===== src/rtl/cpu_clk_ctrl.sv =====
`default_nettype none
// ============================================================================
// Module      : cpu_clk_ctrl
// Description : CPU clock/reset controller. Synchronises the external reset
//               release, holds the core in reset for a fixed number of
//               cycles, then issues a programmable-period clock-enable pulse
//               with a halt/resume handshake and a pulse counter.
// Ports       : master_clk  - sole clock (rising edge)
//               rst_n       - asynchronous active-low reset
//               div_sel     - enable period minus one (0 = every cycle)
//               halt_req    - level request to stop core enables
//               core_rst_n  - core reset, active-low, synchronously released
//               core_clk_en - one-cycle core clock-enable pulse
//               halt_ack    - high while enables are stopped by halt_req
//               half_clk    - free-running master_clk/2 square wave
//               cycle_count - number of core_clk_en pulses since reset
// Revision    : 1.0 - initial release
// ============================================================================
module cpu_clk_ctrl #(
    parameter int RST_HOLD_CYCLES = 8,
    parameter int DIV_WIDTH       = 4
) (
    input  logic                 master_clk,
    input  logic                 rst_n,
    input  logic [DIV_WIDTH-1:0] div_sel,
    input  logic                 halt_req,
    output logic                 core_rst_n,
    output logic                 core_clk_en,
    output logic                 halt_ack,
    output logic                 half_clk,
    output logic [31:0]          cycle_count
);

    typedef enum logic [1:0] {
        RESET_HOLD = 2'd0,
        RUN        = 2'd1,
        HALTING    = 2'd2,
        HALTED     = 2'd3
    } state_t;

    localparam logic [7:0] c_hold_last = 8'(RST_HOLD_CYCLES - 1);

    logic [1:0]           r_sync;
    state_t               r_state;
    logic [7:0]           r_hold_cnt;
    logic [DIV_WIDTH-1:0] r_period;
    logic                 r_core_rst_n;
    logic                 r_half_clk;
    logic [31:0]          r_cycle_count;

    logic                 w_rel;
    logic                 w_pulse;

    // Everything except the synchroniser itself stays frozen in its reset
    // value until the released reset has passed through both flops.
    assign w_rel   = r_sync[1];
    assign w_pulse = ((r_state == RUN) || (r_state == HALTING)) && (r_period == '0);

    assign core_rst_n  = r_core_rst_n;
    assign core_clk_en = w_pulse;
    assign halt_ack    = (r_state == HALTED);
    assign half_clk    = r_half_clk;
    assign cycle_count = r_cycle_count;

    always_ff @(posedge master_clk or negedge rst_n) begin
        if (!rst_n) begin
            r_sync <= 2'b00;
        end else begin
            r_sync <= {r_sync[0], 1'b1};
        end
    end

    always_ff @(posedge master_clk or negedge rst_n) begin
        if (!rst_n) begin
            r_state       <= RESET_HOLD;
            r_hold_cnt    <= 8'd0;
            r_period      <= '0;
            r_core_rst_n  <= 1'b0;
            r_half_clk    <= 1'b0;
            r_cycle_count <= 32'd0;
        end else if (w_rel) begin
            r_half_clk <= ~r_half_clk;

            if (w_pulse) begin
                r_cycle_count <= r_cycle_count + 32'd1;
            end

            // The period counter runs identically in RUN and HALTING, so a
            // cancelled halt resumes on the original pulse schedule.
            if ((r_state == RUN) || (r_state == HALTING)) begin
                if (w_pulse) begin
                    r_period <= div_sel;
                end else begin
                    r_period <= r_period - DIV_WIDTH'(1);
                end
            end

            case (r_state)
                RESET_HOLD: begin
                    if (r_hold_cnt == c_hold_last) begin
                        r_state      <= RUN;
                        r_core_rst_n <= 1'b1;
                        r_period     <= div_sel;
                    end else begin
                        r_hold_cnt <= r_hold_cnt + 8'd1;
                    end
                end
                RUN: begin
                    // A halt sampled in a pulse cycle lets that pulse issue
                    // and stops immediately; otherwise wait for the pending one.
                    if (halt_req) begin
                        r_state <= w_pulse ? HALTED : HALTING;
                    end
                end
                HALTING: begin
                    if (!halt_req) begin
                        r_state <= RUN;
                    end else if (w_pulse) begin
                        r_state <= HALTED;
                    end
                end
                HALTED: begin
                    if (!halt_req) begin
                        r_state  <= RUN;
                        r_period <= div_sel;
                    end
                end
                default: begin
                    r_state <= RESET_HOLD;
                end
            endcase
        end
    end

endmodule
`default_nettype wire

===== config.mk =====
export PLATFORM = sky130hd
export DESIGN_NAME = cpu_clk_ctrl
export DESIGN_NICKNAME = d
export VERILOG_FILES = /design/src/rtl/cpu_clk_ctrl.sv
export SDC_FILE = /design/constraint.sdc
export NUM_CORES = 1
export LEC_CHECK = 0
export CORE_MARGIN = 8
export CORE_UTILIZATION = 25
export CTS_CLUSTER_SIZE = 28
export DETAILED_ROUTE_END_ITERATION = 12
export DONT_BUFFER_PORTS = 1
export PLACE_DENSITY_LB_ADDON = 0.2
export SYNTH_ARGS = -nofsm -noshare
export SYNTH_HDL_FRONTEND = slang
export SYNTH_SLANG_ARGS = --single-unit

===== constraint.sdc =====
create_clock -name master_clk -period 4 [get_ports master_clk]
set_input_delay 0.4 -clock master_clk [delete_from_list [all_inputs] [get_ports master_clk]]
set_output_delay 0.4 -clock master_clk [all_outputs]
set_load 0.05 [all_outputs]

=== After elaboration in Yosys (flattened, before gate mapping) ===
Index checks and enable logic that the tools add are counted.

* Eq/ne operators: 8
* Mux-type cells: 12
* Bitwise logic cells: 2
* Reduce and logical (&&, ||, !) cells: 8
* $add $sub $neg: 3

{| class="wikitable"
|+ Operators by type and width
! cell !! count
|-
| $add A32 B1 Y32 const B || 1
|-
| $mux W4 || 4
|-
| $mux W2 || 5
|-
| $add A8 B1 Y8 const B || 1
|-
| $eq A8 B3 Y1 const B || 1
|-
| $pmux W2 S4 || 1
|-
| $pmux W4 S2 || 1
|-
| $ne A2 B2 Y1 const B || 3
|-
| $reduce_and A3 Y1 || 2
|-
| $reduce_and A5 Y1 || 1
|-
| $eq A2 B2 Y1 const B || 2
|-
| $logic_not A4 Y1 || 1
|-
| $sub A4 B1 Y4 const B || 1
|-
| $ne A3 B3 Y1 const B || 1
|-
| $eq A2 B1 Y1 const B || 1
|-
| $logic_not A2 Y1 || 1
|-
| $not A1 Y1 || 2
|-
| $reduce_and A2 Y1 || 1
|-
| $logic_and A1 B1 Y1 || 1
|-
| $logic_or A1 B1 Y1 || 1
|-
| $mux W1 || 1
|}

* Word-level logic and storage cells: 40
* Output and inout bits: 36
* Register bits after elaboration: 50
* Input port bits: 7

=== Logic depth before layout (Yosys ltp) ===
* Depth in word-level cells: 7
* Depth in mapped cells: 8
* Depth with buffers taken out: 6

=== Worst setup path after synthesis ===
Ideal clock, no wire load.

* Path type: flip-flop to flip-flop
* From: register r_state[0]
* To: register r_state[0]
* Required time: 3872 ps
* Stages on the path, launching flop included: 7
* Path buffers: 0
* Data arrival time: 2002 ps
* Path slack: 1870 ps
* Clock period less this slack: 2130 ps
* Setup time: 128 ps
* Cell sequence: dfrtp_1 > inv_1 > ha_1 > and4bb_2 > o221a_2 > and3_1 > mux2_1

* Cells in the longest elaborated chain, start to end: 6
* Elaborated cells on any way between the ends: 14
* Those cells by class: eq/ne (7); mux (3); reduce/logical (4)

{| class="wikitable"
|+ RTL lines
! item !! line !! text
|-
| start, declared || 44 || <nowiki>state_t r_state;</nowiki>
|-
| start signal, assigned || 112 || <nowiki>r_state <= w_pulse ? HALTED : HALTING;</nowiki>
|-
| $eq A2 B1 Y1 or $eq A2 B2 Y1 (tied branches) || 57 || <nowiki>assign w_pulse = ((r_state == RUN) || (r_state == HALTING)) && (r_period == '0);</nowiki>
|-
| $logic_or A1 B1 Y1 * || 57 ||
|-
| $logic_and A1 B1 Y1 * || 57 ||
|-
| net core_clk_en || 28 || <nowiki>output logic core_clk_en,</nowiki>
|-
| $mux W1 || 112 ||
|-
| $mux W2 || 111 || <nowiki>if (halt_req) begin</nowiki>
|-
| $pmux W2 S4 || 98 || <nowiki>case (r_state)</nowiki>
|}

Mark *: on every way through the listed nets, which the timed path passes. The rest lies on a longest branch. The select of a mux whose other input is x is not followed.
A chain may end at the register's enable or synchronous reset.

=== Final worst setup path ===
* From: register r_period[0]
* To: register r_cycle_count[1], in the netlist cycle_count[1]

* Cells in the longest elaborated chain, start to end: 3

{| class="wikitable"
|+ RTL lines
! item !! line !! text
|-
| start, declared || 46 || <nowiki>logic [DIV_WIDTH-1:0] r_period;</nowiki>
|-
| start signal, assigned || 92 || <nowiki>r_period <= div_sel;</nowiki>
|-
| start signal, assigned || 94 || <nowiki>r_period <= r_period - DIV_WIDTH'(1);</nowiki>
|-
| start signal, assigned || 103 || <nowiki>r_period <= div_sel;</nowiki>
|-
| $logic_not A4 Y1 || 57 ||
|-
| $logic_and A1 B1 Y1 || 57 ||
|-
| $reduce_and A2 Y1 (no line) || -- ||
|-
| end signal, assigned || 85 || <nowiki>r_cycle_count <= r_cycle_count + 32'd1;</nowiki>
|-
| end, declared || 49 || <nowiki>logic [31:0] r_cycle_count;</nowiki>
|}

Every way passes these cells.

==> results.yml <==
power:
  peakVddDrop_mv: 0.301
  p_leak_nw: 1.22
  powerDensity_nw_per_um2: 563
global_route:
  grt_antenna_before_repair: 0
  busiest_layer: "met2"
  grt_pass1_wl_mm: 10.4
  met1_usage_pct: 11.0
  track_usage_pct: 9.07
  overflow: 0
  grt_max_degree: 51
  gr-usage-met3_pct: 4.27
  grt_pass1_vias: 1862
  use_met2_pct: 14.2
setup_path:
  critPathSlowestCell: "nor3_1"
  critPathBufInv: 1
  path_delay_family: "simple AND/OR/NAND/NOR gates"
  criticalPathCategory: "flip-flop to flip-flop"
  start_kind: "flip-flop"
  worstPathRequired_ps: 4190
  path_cells: "inv_1, ha_1, nand2b_1, nor3_1, mux2_2"
  worst_setup_path_end_kind: "flip-flop"
  arrival_ps: 2520
  critPathMaxStageDelay_ps: 710
  crit_fanout: 6
clocking:
  cts_sinks: 50
  cts_buffers: 5
  clk_pin_slew_ps: 90
  root_buffer: "clkbuf_8"
  clockBufferDepth: 2
  ctsHtreeMaxLevel: 2
  tritoncts: "built"
  clk_latency_ps: 310
final_layout:
  syn_to_final_growth_pct: 10.6
  nets: 256
  final_area_um2: 2850
  fillCellCount: 1077
  post-route-util_pct: 28.0
  diodes: 0
  final_layout_size_suffix_gt1_share_pct: 9.09
floorplan:
  start_util_pct: 25.3
  rows: 37
  pin_count: 43
  core_area_um2: 10200
  die_width_um: 118
  die_area_um2: 13800
  die_y_um: 118
synth:
  synth_top_area_share_pct: 48.5
  synth_fp_nets: 252
  ys_top_cells_by_count: "dfrtp_1 (50), xnor2_1 (28), nand4_1 (19)"
  synth.top_cells.by_area: "dfrtp_1 (49%), xnor2_1 (9.5%), nand4_1 (4.6%)"
  yosys.area.top_type: "dfrtp_1"
  synth.most_common_cell: "dfrtp_1"
  ys_warn_count: 0
  ys_seq_area_share_pct: 48.5
  synthFlopType: "dfrtp_1"
  synth_area_um2: 2580
  async_reset_ff_share_pct: 100
  synth_edf_count: 0
  ys_ff_latch: 50
  synthCells: 237
  syn_avg_cell_area_um2: 10.9
  synth_cell_types: 46
detailed_routing:
  detail-route-antenna-nets: 0
  routed_wl_mm: 6.07
  firstDrtPassIters: 4
  drc: 0
  via_per_inst: 4.68
  drt_iter0_drc: 118
  via_count: 1769
  wl_per_cell_um: 16.0
run:
  drv_cap: 0
placement:
  port_buffers: 0
  dpl_cell_area_um2: 2720
  dp_hpwl_mm: 4.30
  place_congestion: 0.751
  place_ws_ps: 1690
timing:
  finalMaxSlewViolations: 0
  setup-tns-final_ps: 0
  hold_viol_final: 0
  fin_crit_sh_pct: 58.4
  worst_pin_slew_ps: 794
  fin_skew_ps: 16.7
  rsz0062_at_grt: "false"
  fin_ws_ps: 1660
  max_freq_ghz: 0.428
  setup_viol: 0
  timing.hold.ws_ps: 232
  slew_headroom_pct: 46.7
  min_period_ps: 2340
run_status:
  status: "complete, no violations"
min_path:
  min_path_type: "input port to flip-flop"
[routing by layer]
layer	routed length, um	share of wire, %	vias up
li1	-	-	867
met1	2710	45	855
met2	2700	45	45
met3	617	10	2
met4	36	0.59	0
met5	0	0	-
[cells in the final DEF (no fill, tap or decap), drive strengths merged, types with 4 or more instances in the layout]
master,n
dfrtp,50
xnor2,28
nand4,19
nand3,16
nand2,15
xor2,11
inv,11
nor3,9
and3,8
ha,8
and4,6
nor2,5
clkbuf,5
a21oi,4
o21ai,4
mux2,4
nor4,4
[what timing repair did]
| action | in CTS | in global routing |
|---|---|---|
| hold buffers | 2 | 0 |
| buffers inserted | 0 | 0 |
| endpoints found under the hold margin | 50 | 0 |
| resized for setup | 0 | 0 |
[kinds of logic (layout without fill, tap and decap cells)]
logic type / count (synthesis) / count (layout) / synth area share (%)
other cells: 1 / 1 / 0.145
mux: 6 / 6 / 2.52
compound gates: 22 / 22 / 6.17
simple gates: 95 / 95 / 22.7
buf+inv: 16 / 21 / 2.77
flops: 50 / 50 / 48.5
xor+xnor: 39 / 39 / 13.3
fa+ha+maj: 8 / 8 / 3.88
[power breakdown]
| part | total [mW] | switching, mW | internal (mW) |
|---|---|---|---|
| registers | 0.792 | 0.205 | 0.586 |
| clock network | 0.308 | 0.182 | 0.126 |
| logic | 0.505 | 0.298 | 0.207 |
| total | 1.60 | 0.686 | 0.918 |
[flip-flops by register name, summed over array words and instances (netlist names)]
name and flops:
r_period 4, r_sync 2, cycle_count 32, r_hold_cnt 8, core_rst_n 1, r_state 2, half_clk 1
[path summary, 6_finish.rpt]
path,from,to,slack (ps),depth (start not counted)
setup / recovery,r_period[0]$_DFFE_PN0P_,cycle_count[1]$_DFFE_PN0P_,1660,5
hold / removal,div_sel[1],r_period[1]$_DFFE_PN0P_,230,2
setup reg to reg,r_period[0]$_DFFE_PN0P_,cycle_count[1]$_DFFE_PN0P_,1660,5
hold reg to reg,r_sync[0]$_DFF_PN0_,r_sync[1]$_DFF_PN0_,350,0
max in group asynchronous,rst_n,cycle_count[2]$_DFFE_PN0P_,3150,2
min in group asynchronous,rst_n,cycle_count[15]$_DFFE_PN0P_,590,2
[cell type report]
type	instances	area, um^2	share of cell area, %
timing repair buffer	3	45.0	1.58
inverter	10	37.5	1.32
clock buffer	5	68.8	2.41
clock inverter	3	23.8	0.834
multi-input combinational	171	1250	44.0
sequential	50	1250	43.9
tap	136	170	5.97
[per-stage QoR]
stage	cells	total power, mW
floorplan	237	1.19
global placement	368	1.30
detailed placement	368	1.29
CTS	378	1.63
global route	378	1.73
finish	378	1.60
(Power assumes the default switching activity.)
